File: config.mk
export PLATFORM = sky130hd
export DESIGN_NAME = imem_loader
export DESIGN_NICKNAME = d
export VERILOG_FILES = /design/src/rtl/loader_pkg.sv /design/src/rtl/word_packer.sv /design/src/rtl/imem_loader.sv
export SDC_FILE = /design/constraint.sdc
export NUM_CORES = 1
export LEC_CHECK = 0
export BUFFER_PORTS_ARGS = -buffer_cell sky130_fd_sc_hd__buf_2
export CORE_MARGIN = 2
export CORE_UTILIZATION = 54
export CTS_CLUSTER_DIAMETER = 60
export DETAILED_ROUTE_END_ITERATION = 8
export PLACE_DENSITY = 0.77
export SYNTH_ARGS = -nofsm -noshare
export SYNTH_HDL_FRONTEND = slang
export SYNTH_HIERARCHICAL = 1
export SYNTH_SLANG_ARGS = --single-unit
File: constraint.sdc
create_clock -name clk -period 2.7 [get_ports clk]
set_input_delay 0.405 -clock clk [delete_from_list [all_inputs] [get_ports clk]]
set_output_delay 0.405 -clock clk [all_outputs]
set_load 0.01 [all_outputs]
File: src/rtl/loader_pkg.sv
// loader_pkg: shared types and constants for the instruction-memory loader.
//   state_t             - loader FSM state encoding
//   DEPTH_WORDS_DEFAULT - default instruction memory depth (32-bit words)
//   HDR_BYTES           - length header size in bytes (LEN_LO, LEN_HI)
//   BYTES_PER_WORD      - data bytes packed into one instruction word
//   csum_update()       - running XOR checksum step
package loader_pkg;

  localparam int DEPTH_WORDS_DEFAULT = 256;
  localparam int HDR_BYTES           = 2;
  localparam int BYTES_PER_WORD      = 4;

  typedef enum logic [2:0] {
    ST_IDLE   = 3'd0,
    ST_LEN_LO = 3'd1,
    ST_LEN_HI = 3'd2,
    ST_DATA   = 3'd3,
    ST_CSUM   = 3'd4,
    ST_DONE   = 3'd5,
    ST_ERROR  = 3'd6
  } state_t;

  function automatic logic [7:0] csum_update(input logic [7:0] acc, input logic [7:0] b);
    return acc ^ b;
  endfunction

endpackage

File: src/rtl/word_packer.sv
// word_packer: assembles accepted data bytes into little-endian 32-bit words.
//   clk, reset  - clock, asynchronous active-high reset
//   clear       - synchronous restart of the byte counter at load start
//   byte_valid  - a data byte is transferred this cycle
//   byte_in     - the data byte
//   last_byte   - combinational: this transfer completes a word
//   word_valid  - registered one-cycle pulse carrying a completed word
//   word        - registered completed word (first byte in bits 7:0)
module word_packer
  import loader_pkg::*;
(
  input  logic        clk,
  input  logic        reset,
  input  logic        clear,
  input  logic        byte_valid,
  input  logic [7:0]  byte_in,
  output logic        last_byte,
  output logic        word_valid,
  output logic [31:0] word
);

  logic [1:0]  r_cnt;
  logic [23:0] r_shift;
  logic        r_word_valid;
  logic [31:0] r_word;

  assign last_byte  = byte_valid && (r_cnt == 2'(BYTES_PER_WORD - 1));
  assign word_valid = r_word_valid;
  assign word       = r_word;

  // Byte shift register, byte counter and word output register.
  always_ff @(posedge clk or posedge reset) begin
    if (reset) begin
      r_cnt        <= 2'd0;
      r_shift      <= 24'd0;
      r_word_valid <= 1'b0;
      r_word       <= 32'd0;
    end else if (clear) begin
      r_cnt        <= 2'd0;
      r_shift      <= 24'd0;
      r_word_valid <= 1'b0;
    end else if (last_byte) begin
      // Earlier bytes were shifted in from the top, so they already sit
      // little-endian in r_shift; the fourth byte lands in bits 31:24.
      r_word       <= {byte_in, r_shift};
      r_word_valid <= 1'b1;
      r_cnt        <= 2'd0;
      r_shift      <= 24'd0;
    end else if (byte_valid) begin
      r_shift      <= {byte_in, r_shift[23:8]};
      r_cnt        <= r_cnt + 2'd1;
      r_word_valid <= 1'b0;
    end else begin
      r_word_valid <= 1'b0;
    end
  end

endmodule

File: src/rtl/imem_loader.sv
// imem_loader: receives a length-prefixed, XOR-checksummed byte stream and
// writes it into instruction memory while holding the CPU in reset.
//   clk, reset  - clock, asynchronous active-high reset
//   start       - pulse that begins a load (honoured in IDLE/DONE/ERROR)
//   rx_valid/rx_data/rx_ready - byte handshake with the source
//   imem_we/imem_addr/imem_wdata - one-cycle instruction-memory write
//   cpu_hold    - keeps the processor in reset until a good image loads
//   done        - image loaded and checksum matched
//   error       - bad length or checksum mismatch
module imem_loader
  import loader_pkg::*;
#(
  parameter int DEPTH_WORDS = DEPTH_WORDS_DEFAULT,
  parameter int ADDR_W      = $clog2(DEPTH_WORDS)
) (
  input  logic              clk,
  input  logic              reset,
  input  logic              start,
  input  logic              rx_valid,
  input  logic [7:0]        rx_data,
  output logic              rx_ready,
  output logic              imem_we,
  output logic [ADDR_W-1:0] imem_addr,
  output logic [31:0]       imem_wdata,
  output logic              cpu_hold,
  output logic              done,
  output logic              error
);

  state_t            r_state;
  logic [15:0]       r_len;
  logic [15:0]       r_widx;
  logic [7:0]        r_csum;
  logic [ADDR_W-1:0] r_addr;
  logic              r_hold;
  logic              r_done;
  logic              r_error;

  logic              w_xfer;
  logic              w_data_byte;
  logic              w_clear;
  logic              w_last_byte;
  logic              w_word_valid;
  logic [31:0]       w_word;
  logic [15:0]       w_len;
  logic              w_len_bad;

  // rx_ready is decoded from state so it stays high across write pulses.
  always_comb begin
    case (r_state)
      ST_LEN_LO, ST_LEN_HI, ST_DATA, ST_CSUM: rx_ready = 1'b1;
      default:                                rx_ready = 1'b0;
    endcase
  end

  assign w_xfer      = rx_valid && rx_ready;
  assign w_data_byte = w_xfer && (r_state == ST_DATA);
  assign w_clear     = start && ((r_state == ST_IDLE) || (r_state == ST_DONE) ||
                                 (r_state == ST_ERROR));
  assign w_len       = {rx_data, r_len[7:0]};
  assign w_len_bad   = (w_len == 16'd0) || (32'(w_len) > 32'(DEPTH_WORDS));

  word_packer u_packer (
    .clk        (clk),
    .reset      (reset),
    .clear      (w_clear),
    .byte_valid (w_data_byte),
    .byte_in    (rx_data),
    .last_byte  (w_last_byte),
    .word_valid (w_word_valid),
    .word       (w_word)
  );

  assign imem_we    = w_word_valid;
  assign imem_wdata = w_word;
  assign imem_addr  = r_addr;
  assign cpu_hold   = r_hold;
  assign done       = r_done;
  assign error      = r_error;

  // Loader FSM with length check, word index and running checksum.
  always_ff @(posedge clk or posedge reset) begin
    if (reset) begin
      r_state <= ST_IDLE;
      r_len   <= 16'd0;
      r_widx  <= 16'd0;
      r_csum  <= 8'd0;
      r_addr  <= '0;
      r_hold  <= 1'b1;
      r_done  <= 1'b0;
      r_error <= 1'b0;
    end else begin
      case (r_state)
        ST_IDLE, ST_DONE, ST_ERROR: begin
          if (start) begin
            r_state <= ST_LEN_LO;
            r_len   <= 16'd0;
            r_widx  <= 16'd0;
            r_csum  <= 8'd0;
            r_hold  <= 1'b1;
            r_done  <= 1'b0;
            r_error <= 1'b0;
          end else begin
            r_state <= r_state;
          end
        end
        ST_LEN_LO: begin
          if (w_xfer) begin
            r_len   <= {8'd0, rx_data};
            r_state <= ST_LEN_HI;
          end else begin
            r_state <= ST_LEN_LO;
          end
        end
        ST_LEN_HI: begin
          if (w_xfer) begin
            r_len <= w_len;
            if (w_len_bad) begin
              r_state <= ST_ERROR;
              r_error <= 1'b1;
            end else begin
              r_state <= ST_DATA;
            end
          end else begin
            r_state <= ST_LEN_HI;
          end
        end
        ST_DATA: begin
          if (w_data_byte) begin
            r_csum <= csum_update(r_csum, rx_data);
            if (w_last_byte) begin
              // Address is captured alongside the packer's word register so
              // both are valid together during the write pulse.
              r_addr <= r_widx[ADDR_W-1:0];
              r_widx <= r_widx + 16'd1;
              if (r_widx == (r_len - 16'd1)) begin
                r_state <= ST_CSUM;
              end else begin
                r_state <= ST_DATA;
              end
            end else begin
              r_state <= ST_DATA;
            end
          end else begin
            r_state <= ST_DATA;
          end
        end
        ST_CSUM: begin
          if (w_xfer) begin
            if (rx_data == r_csum) begin
              r_state <= ST_DONE;
              r_done  <= 1'b1;
              r_hold  <= 1'b0;
            end else begin
              r_state <= ST_ERROR;
              r_error <= 1'b1;
              r_hold  <= 1'b1;
            end
          end else begin
            r_state <= ST_CSUM;
          end
        end
        default: begin
          r_state <= ST_IDLE;
          r_hold  <= 1'b1;
          r_done  <= 1'b0;
          r_error <= 1'b0;
        end
      endcase
    end
  end

endmodule

==> qor.csv, run 1 <==
stage,metric,value,unit
timing,finalHoldWorstSlack,232.1,ps
logic_synthesis,synth.yosys.seq_area_share,48.11,%
setup_path,worst_path_max_delay_cell,sky130_fd_sc_hd__nor4_2,
clock_network,cts-root-to-sink-buffers,2,
placed_design,portBuffers,56,
die,rows,38,
die,io-pin-count,57,
pwr,power.sequential.fraction,32.9,%
routing,number_of_vias_after_detailed_routing,4548,
placed_design,gp_routability_congestion,0.9399,
routing,wire_per_inst,17.01,um
pwr,share_comb_of_total_power,40.3,%
die,die_y,108.4,um
placed_design,dp_cells,747,
timing,fin_skew,12.31,ps
finish,layout-area-overhead-vs-synth,17.60,%
timing,fin_tns_setup,0,ps
logic_synthesis,synth_cell_types,60,
logic_synthesis,synth_nets,586,
routing,wirelength,13290,um
logic_synthesis,postSynth.topFlopCell,sky130_fd_sc_hd__dfrtp_1,
timing,hold_viol,0,
finish,layout_cell_share_with_drive_strength_beyond_1,25.12,%
clock_network,clk_pin_slew,60,ps
finish,final_core_util,64.36,%
run_status,status,completed,
timing,fin_crit,2532,ps
setup_path,timing.setup.critical_path_class,flop to flop,
die,core,10750,um2
die,fp.dieW,108.4,um
clock_network,htreeDepth,4,
clock_network,tritoncts,yes,
finish,n_antenna_cell,0,
die,initial_utilization,54.73,%
run,maximum_capacitance_violations,0,
routing,post_drt_via_cell_ratio,5.823,
logic_synthesis,post_synthesis_instance_total,571,
grt,track_usage,24.38,%
grt,pin_count_of_the_biggest_net_entering_global_routing,54,
logic_synthesis,ys_warn_count,6,
pwr,power.density,1128,nW/um2
setup_path,critical_path_arrival,2940,ps
setup_path,critical-path-max-stage-delay,510,ps
pwr,power_leakage,3.323,nW
placed_design,dp_hpwl,8727,um
die,floorplan.die_area,11740,um2
setup_path,timing.critical_path.from_type,flop,
routing,drt_iter0_markers,335,
finish,layout_commonest_cell,sky130_fd_sc_hd__dfrtp_1,
pwr,vdd.ir_drop.worst,0.7084,mV
setup_path,cell_class_contributing_the_biggest_share_of_worst_path_delay,simple AND/OR/NAND/NOR gates,
pwr,switching_share_of_total_power,38.62,%
setup_path,cp_data_required_time,3110,ps
routing,drt_pass1_iterations,6,
setup_path,timing.critical_path.fanout_max,6,
timing,max_transition_margin,43.31,%
timing,slew_viol_final,0,
routing,drcViolationCount,0,
grt,grt_antenna_before_repair,0,
pwr,power_switching,0.003012,W
logic_synthesis,synth-async-reset-ratio,100.0,%
logic_synthesis,synth_enable_flop_cells,0,
clock_network,tritoncts_num_sinks,113,
setup_path,path_cells,nor4_2 -> nand4_2 -> and2_4 -> or3_1 -> a31oi_2 -> nor4b_4 -> or2_1,
logic_synthesis,syn-mean-instance-area,10.30,um2
hold_path,hold_class,primary input to flop,
finish,num-nets-final,643,
timing,period_share,93.77,%
logic_synthesis,synth_seq_cells,113,
grt,overflow,0,
logic_synthesis,mappedNetlistArea,5881,um2
setup_path,worst_setup_path_end_kind,flop,
setup_path,cp.buffers_inverters,0,
pwr,clkPwrFrac,26.8,%
timing,report.final.setup_viol,0,
finish,most-common-layout-cells,"112 x sky130_fd_sc_hd__dfrtp_1, 56 x sky130_fd_sc_hd__buf_2, 44 x sky130_fd_sc_hd__o21ai_0",
clock_network,cts-buffers-inserted,17,
pwr,totalPowerFinal,0.007799,W
finish,finalNonFillerCells,781,
grt,grt_pass1_vias,4472,
grt,first_pass_grt_wire_length,22090,um
clock_network,clock_insertion_delay_worst_skew,530,ps
routing,detail-route-antenna-nets,0,
timing,rsz0062_at_grt,no,
timing,slew_at_the_pin_closest_to_its_max_slew_limit,843.8,ps
timing,fmax,395.0,MHz
pwr,internal_power,0.004787,W
clock_network,clock-root-buffer,sky130_fd_sc_hd__clkbuf_8,
==> what timing repair did <==
item | CTS | global route
resized for setup | 0 | 2
setup buffers | 0 | 1
setup endpoints to repair | 0 | 10
endpoints found under the hold margin | 56 | 0
hold buffers | 1 | 0
==> per-layer routing <==
layer,global-route usage (%),part of all wire (%)
met2,39.13,51
met1,32.30,44
met3,5.485,4.5
met4,9.615,1.4
met5,0,0
==> synth_stat cells, types with 18 or more instances <==
library cell	count	area (um2)
sky130_fd_sc_hd__nand3b_1	25	187.7
sky130_fd_sc_hd__nand3_1	18	90.09
sky130_fd_sc_hd__nand2_1	36	135.1
sky130_fd_sc_hd__xnor2_1	21	183.9
sky130_fd_sc_hd__nand2b_1	35	219.0
sky130_fd_sc_hd__mux2_4	29	435.4
sky130_fd_sc_hd__nor2_1	34	127.6
sky130_fd_sc_hd__clkbuf_1	23	86.33
sky130_fd_sc_hd__inv_1	27	101.4
sky130_fd_sc_hd__dfrtp_1	112	2803
sky130_fd_sc_hd__o21ai_0	44	220.2
sky130_fd_sc_hd__a21oi_1	33	165.2
==> cells by family (layout without fill, tap and decap cells) <==
kind of cell	count (synthesis)	after routing	share of synthesized area, %
AO/OA/AOI/OAI	106	106	10.53
XOR/XNOR	37	37	5.511
adder cells (fa/ha/maj)	5	5	0.9788
buffers and inverters	60	130	4.468
flip-flops	113	113	48.11
multiplexers	44	44	10.19
AND/OR/NAND/NOR	206	206	20.21
==> through the flow <==
stage,cell area (um2),setup WS (ps)
after floorplan,5908,11.92
after global placement,6331,255.6
after detailed placement,6331,151.7
after CTS,6897,53.58
after global routing,6915,10.70
final,6915,168.1
==> power groups by stage <==
stage          logic, W  clock network [W]  registers (W)
2_1_floorplan   0.00235                  0        0.00250
3_3_place_gp    0.00290                  0        0.00255
3_5_place_dp    0.00302                  0        0.00258
4_1_cts         0.00308            0.00211        0.00256
5_1_grt         0.00347            0.00220        0.00262
6_report        0.00314            0.00209        0.00257
==> worst paths after layout <==
path	startpoint	to	slack, ps	cells after the start
min in group asynchronous	reset	r_csum[1]	530	3
min	rx_data[5]	r_len[13]	230	3
min reg2reg	done	done	480	1
max in group asynchronous	reset	cpu_hold	1520	4
max reg2reg	r_len[6]	r_state[2]	170	7
max	r_len[6]	r_state[2]	170	7
==> sequential cells by signal (all words and copies together), names as in the netlist <==
name                 flops
cpu_hold                 1
done                     1
error                    1
imem_addr                8
r_csum                   8
r_len                   16
r_state                  3
r_widx                  16
u_packer/r_cnt           2
u_packer/r_shift        24
u_packer/word           32
u_packer/word_valid      1
==> area by class of cell <==
cell class | count | area, um2
clock inverter | 10 | 102.6
inverter | 27 | 103.9
fill | 839 | 3830
sequential | 113 | 2829
timing repair buffer | 71 | 432.9
tap | 140 | 175.2
clock buffer | 22 | 452.9
multi-input combinational | 398 | 2819
==> worst reg2reg max path: stages (launching register included) <==
cell                      delay [ps]
sky130_fd_sc_hd__dfrtp_1         470
sky130_fd_sc_hd__nor4_2          510
sky130_fd_sc_hd__nand4_2         230
sky130_fd_sc_hd__and2_4          220
sky130_fd_sc_hd__or3_1           360
sky130_fd_sc_hd__a31oi_2         280
sky130_fd_sc_hd__nor4b_4         100
sky130_fd_sc_hd__or2_1           250
(Power assumes the default switching activity.)
==> inputs of run 2 (changes only) <==
CORE_ASPECT_RATIO = 0.75   (was default)
CORE_UTILIZATION = 55   (was 54)
CTS_BUF_LIST = sky130_fd_sc_hd__clkbuf_8   (was default)
PLACE_DENSITY = 0.78   (was 0.77)
==> run 2 against run 1 <==
Die area is 1.7% lower. Count of clock-buffer cells in the layout is 2 lower. Register-to-register slack better by 30 ps. Sequential power hardly changed. Routed wire length is 0.97% higher. Combinational power hardly changed. Fmax is 1.1% higher. Sequential cell count stayed put. Global-route usage is 0.47 points higher.
==> qor.csv, run 2 (synthesized netlist as in run 1, its figures left out) <==
stage,metric,value,unit
run_status,status,completed,
setup_path,rr_endpoint,r_state[0],
finish,layout_commonest_cell,sky130_fd_sc_hd__dfrtp_1,
timing,rsz0062_at_grt,no,
pwr,vdd.ir_drop.worst,0.6145,mV
clock_network,htreeDepth,4,
clock_network,clock-root-buffer,sky130_fd_sc_hd__clkbuf_8,
setup_path,r2r.worst_path.cells,12,
setup_path,critical_path_arrival,2800,ps
timing,fin_crit,2504,ps
setup_path,crit_start,r_state[2],
die,floorplan.die_area,11540,um2
placed_design,dp_cells,749,
setup_path,timing.setup.critical_path_class,flop to flop,
setup_path,timing.critical_path.fanout_max,10,
finish,number_of_flip_flops_under_the_largest_register_name,32,
timing,fin_tns_setup,0,ps
grt,grt_pass1_vias,4374,
grt,first_pass_grt_wire_length,21930,um
clock_network,tritoncts,yes,
clock_network,holdBufCountCts,0,
timing,period_share,92.75,%
setup_path,cp_data_required_time,3000,ps
timing,report.final.setup_viol,0,
grt,grt_antenna_before_repair,0,
routing,wirelength,13410,um
setup_path,timing.critical_path.from_type,flop,
grt,track_usage,24.85,%
placed_design,gp_routability_congestion,0.9011,
routing,number_of_vias_after_detailed_routing,4472,
timing,slew_viol_final,0,
hold_path,hold_class,primary input to asynchronous set/reset pin,
clock_network,postCtsResizedCells,0,
pwr,power.density,1089,nW/um2
clock_network,cts-buffers-inserted,17,
placed_design,dp_hpwl,9216,um
routing,drt_pass1_iterations,5,
clock_network,clock_insertion_delay_worst_skew,430,ps
grt,pin_count_of_the_biggest_net_entering_global_routing,55,
timing,fin_skew,9.290,ps
finish,finalNonFillerCells,781,
die,die_y,93.55,um
die,core,10330,um2
die,io-pin-count,57,
finish,layout-area-overhead-vs-synth,15.38,%
timing,hold_viol,0,
routing,drcViolationCount,0,
timing,slew_at_the_pin_closest_to_its_max_slew_limit,850.5,ps
clock_network,post_cts.repair.setup_buffers,0,
timing,max_transition_margin,42.87,%
finish,layout_cell_share_with_drive_strength_beyond_1,26.05,%
die,rows,32,
setup_path,worst_r2r_startpoint,r_state[2],
placed_design,portBuffers,56,
routing,post_drt_via_cell_ratio,5.726,
finish,n_antenna_cell,0,
routing,wire_per_inst,17.18,um
finish,most-common-layout-cells,"112 x sky130_fd_sc_hd__dfrtp_1, 56 x sky130_fd_sc_hd__buf_2, 44 x sky130_fd_sc_hd__o21ai_0",
die,initial_utilization,56.93,%
setup_path,worst_setup_path_end_kind,flop,
timing,fmax,399.3,MHz
clock_network,cts-root-to-sink-buffers,2,
grt,overflow,0,
pwr,power_leakage,3.269,nW
clock_network,clk_pin_slew,80,ps
run,maximum_capacitance_violations,0,
routing,detail-route-antenna-nets,0,
finish,num-nets-final,647,
routing,drt_iter0_markers,347,
clock_network,tritoncts_num_sinks,113,
setup_path,r2r_setup_slack,200,ps
die,fp.dieW,123.4,um
==> run 2: layer usage <==
layer / track usage, % / part of all wire [%] / vias up
met5: 0 / 0 / -
met2: 36.86 / 45 / 130
li1: - / - / 2110
met3: 5.976 / 5.2 / 22
met1: 35.96 / 48 / 2210
met4: 7.765 / 1.3 / 0
==> run 2: worst max-delay path by stage <==
stage	end
global placement	r_state[0]
global route	r_state[0]
CTS	r_state[0]
finish	r_state[0]
floorplan	r_state[0]
detailed placement	r_state[0]
==> run 2: power breakdown <==
| part | total, W | internal, W | leakage, nW | switching (W) |
|---|---|---|---|---|
| clock network | 0.00171 | 0.000986 | 0.203 | 0.000720 |
| logic | 0.00312 | 0.00142 | 1.53 | 0.00171 |
| registers | 0.00256 | 0.00212 | 1.54 | 0.000439 |
| total | 0.00739 | 0.00452 | 3.27 | 0.00287 |
==> run 2: cell type report <==
cell class / instances / area (um2)
repair buffers: 75 / 435.4
flip-flops and latches: 113 / 2829
fillers: 827 / 3545
inverters: 27 / 103.9
well taps: 136 / 170.2
clock buffers: 20 / 275.3
multi-input cells: 398 / 2816
clock inverters: 12 / 155.1
==> run 2: through the flow <==
step | util [%] | hold slack, ps | total power, W | setup slack (ps) | instance area [um2]
CTS | 65.60 | 123.4 | 0.007364 | 149.1 | 6777
global placement | 61.43 | 460.6 | 0.005588 | 278.6 | 6346
finish | 65.69 | 124.5 | 0.007390 | 195.7 | 6785
floorplan | - | 470.2 | 0.004850 | 11.92 | 5908
detailed placement | 61.43 | 482.9 | 0.005632 | 163.8 | 6346
global route | 65.69 | 166.0 | 0.007890 | 32.61 | 6785
==> run 2: critical path, stage by stage, from the launching register on <==
cell                      delay, ps
sky130_fd_sc_hd__dfrtp_1        420
sky130_fd_sc_hd__inv_4          100
sky130_fd_sc_hd__nand3_4        130
sky130_fd_sc_hd__inv_1           80
sky130_fd_sc_hd__nand2_1         70
sky130_fd_sc_hd__inv_1           70
sky130_fd_sc_hd__and2_1         140
sky130_fd_sc_hd__and4_1         250
sky130_fd_sc_hd__nand4_1        100
sky130_fd_sc_hd__nor4_2         280
sky130_fd_sc_hd__nand4_1        180
sky130_fd_sc_hd__nor4b_4        410
sky130_fd_sc_hd__o22ai_1        140
==> inputs of run 3 (changes only) <==
CORE_UTILIZATION = 54   (was 55)
CTS_BUF_LIST = default   (was sky130_fd_sc_hd__clkbuf_8)
PLACE_DENSITY = 0.77   (was 0.78)
==> run 3 against run 2 <==
Clock power is 41% higher. Total power rose by 11%. Sequential power barely moved. Cell area is 2.8% higher. First-iteration DRC count up 46%. Combinational power rose by 3%. Register-to-register slack got worse by 40 ps. Via count grew 3.2%. Count of clock-buffer cells in the layout down 2. Clock skew is 1.7 ps higher. Critical endpoint is now r_state[2]. Largest cell class unchanged.
==> qor.csv, run 3 (synthesized netlist as in run 1, its figures left out) <==
stage,metric,value,unit
timing,slew_at_the_pin_closest_to_its_max_slew_limit,1134,ps
finish,number_of_flip_flops_under_the_largest_register_name,32,
hold_path,hold_class,primary input to asynchronous set/reset pin,
die,rows,32,
die,floorplan.die_area,11750,um2
clock_network,cts-root-to-sink-buffers,2,
grt,track_usage,24.97,%
placed_design,dp_hpwl,9127,um
routing,drcViolationCount,0,
timing,period_share,94.06,%
grt,overflow,0,
placed_design,dp_cells,742,
run,maximum_capacitance_violations,0,
setup_path,worst_r2r_startpoint,r_len[6],
setup_path,rr_endpoint,r_state[2],
setup_path,cp_data_required_time,2980,ps
finish,n_fill_cell,775,
timing,fin_skew,10.96,ps
finish,multi_input_area,2820,um2
setup_path,timing.setup.critical_path_class,flop to flop,
die,fp.dieW,124.5,um
clock_network,clock_insertion_delay_worst_skew,410,ps
finish,sequential_cell_area,2829,um2
grt,pin_count_of_the_biggest_net_entering_global_routing,60,
setup_path,timing.critical_path.fanout_max,6,
routing,wire_per_inst,18.19,um
timing,hold_viol,0,
die,io-pin-count,57,
finish,postLayoutCellArea,6977,um2
placed_design,portBuffers,56,
die,core,10450,um2
timing,rsz0062_at_grt,no,
pwr,power.density,1176,nW/um2
grt,grt_pass1_vias,4476,
grt,grt_antenna_before_repair,0,
finish,layout_cell_share_with_drive_strength_beyond_1,25.62,%
clock_network,tritoncts,yes,
clock_network,cts-buffers-inserted,17,
run_status,status,completed,
placed_design,place_area,6306,um2
pwr,power_leakage,3.351,nW
routing,post_drt_via_cell_ratio,5.947,
setup_path,r2r.worst_path.cells,7,
pwr,vdd.ir_drop.worst,0.5770,mV
clock_network,htreeDepth,4,
routing,wirelength,14110,um
finish,most-common-layout-cells,"112 x sky130_fd_sc_hd__dfrtp_1, 56 x sky130_fd_sc_hd__buf_2, 43 x sky130_fd_sc_hd__o21ai_0",
timing,max_transition_margin,23.80,%
routing,detail-route-antenna-nets,0,
finish,num-nets-final,642,
finish,layout_commonest_cell,sky130_fd_sc_hd__dfrtp_1,
timing,fin_tns_setup,0,ps
placed_design,gp_routability_congestion,0.9211,
timing,fin_crit,2540,ps
setup_path,worst_setup_path_end_kind,flop,
setup_path,r2r_setup_slack,160,ps
setup_path,critical_path_arrival,2820,ps
finish,layout-area-overhead-vs-synth,18.64,%
timing,fmax,393.8,MHz
clock_network,clock-root-buffer,sky130_fd_sc_hd__clkbuf_16,
routing,number_of_vias_after_detailed_routing,4615,
finish,finalNonFillerCells,776,
timing,slew_viol_final,0,
die,die_y,94.38,um
clock_network,clk_pin_slew,60,ps
timing,report.final.setup_viol,0,
setup_path,timing.critical_path.from_type,flop,
clock_network,tritoncts_num_sinks,113,
routing,drt_iter0_markers,505,
routing,drt_pass1_iterations,9,
finish,n_antenna_cell,0,
die,initial_utilization,56.27,%
grt,first_pass_grt_wire_length,23120,um
-- run 3: repair_timing --
action,4_1_cts,5_1_grt
setup buffers,0,2
setup endpoints to repair,0,13
resized for setup,0,3
hold buffers,0,0
hold endpoints to repair,0,0
-- run 3: where the power goes --
part           internal [W]  switching [W]
clock               0.00158       0.000831
sequential          0.00212       0.000467
combinational       0.00137        0.00183
total               0.00508        0.00313
-- run 3: area by class of cell --
cell class / instances / area share (%)
sequential: 113 / 40.55
clock inverter: 14 / 2.923
clock buffer: 18 / 6.295
multi-input combinational: 398 / 40.42
inverter: 27 / 1.489
timing repair buffer: 70 / 5.882
tap: 136 / 2.439
-- run 3: worst max path at each step --
stage,start,to,cells after the start
2_1_floorplan,r_state[2],r_state[0],15
3_3_place_gp,r_len[0],r_state[0],8
3_5_place_dp,r_state[2],r_widx[9],11
4_1_cts,r_state[2],r_widx[9],11
5_1_grt,r_state[2],r_widx[12],12
6_report,r_len[6],r_state[2],7
-- run 3: per-stage QoR --
step                util, %  power, W  hold slack (ps)  worst slack [ps]
floorplan                 -  0.004850            470.2             11.92
CTS                   66.50  0.008133            69.64             107.6
global placement      60.34  0.005497            462.4             228.2
detailed placement    60.34  0.005644            466.0             120.6
finish                66.76  0.008202            63.63             160.3
global route          66.76  0.008661            93.76             20.39
-- run 3: critical path, stage by stage (launching register included) --
cell and delay (ps):
sky130_fd_sc_hd__dfrtp_1 480, sky130_fd_sc_hd__nor4_2 490, sky130_fd_sc_hd__nand4_2 220, sky130_fd_sc_hd__and2_4 210, sky130_fd_sc_hd__or3_1 360, sky130_fd_sc_hd__a31oi_2 310, sky130_fd_sc_hd__nor4b_4 100, sky130_fd_sc_hd__or2_1 240
-- run 3: layer usage --
metal | share of wire (%) | wire length [um] | GRT usage, %
met1 | 47 | 6619 | 35.92
met2 | 46 | 6442 | 38.34
met3 | 7.1 | 998 | 6.799
met4 | 0.38 | 54 | 5.431
met5 | 0 | 0 | 0
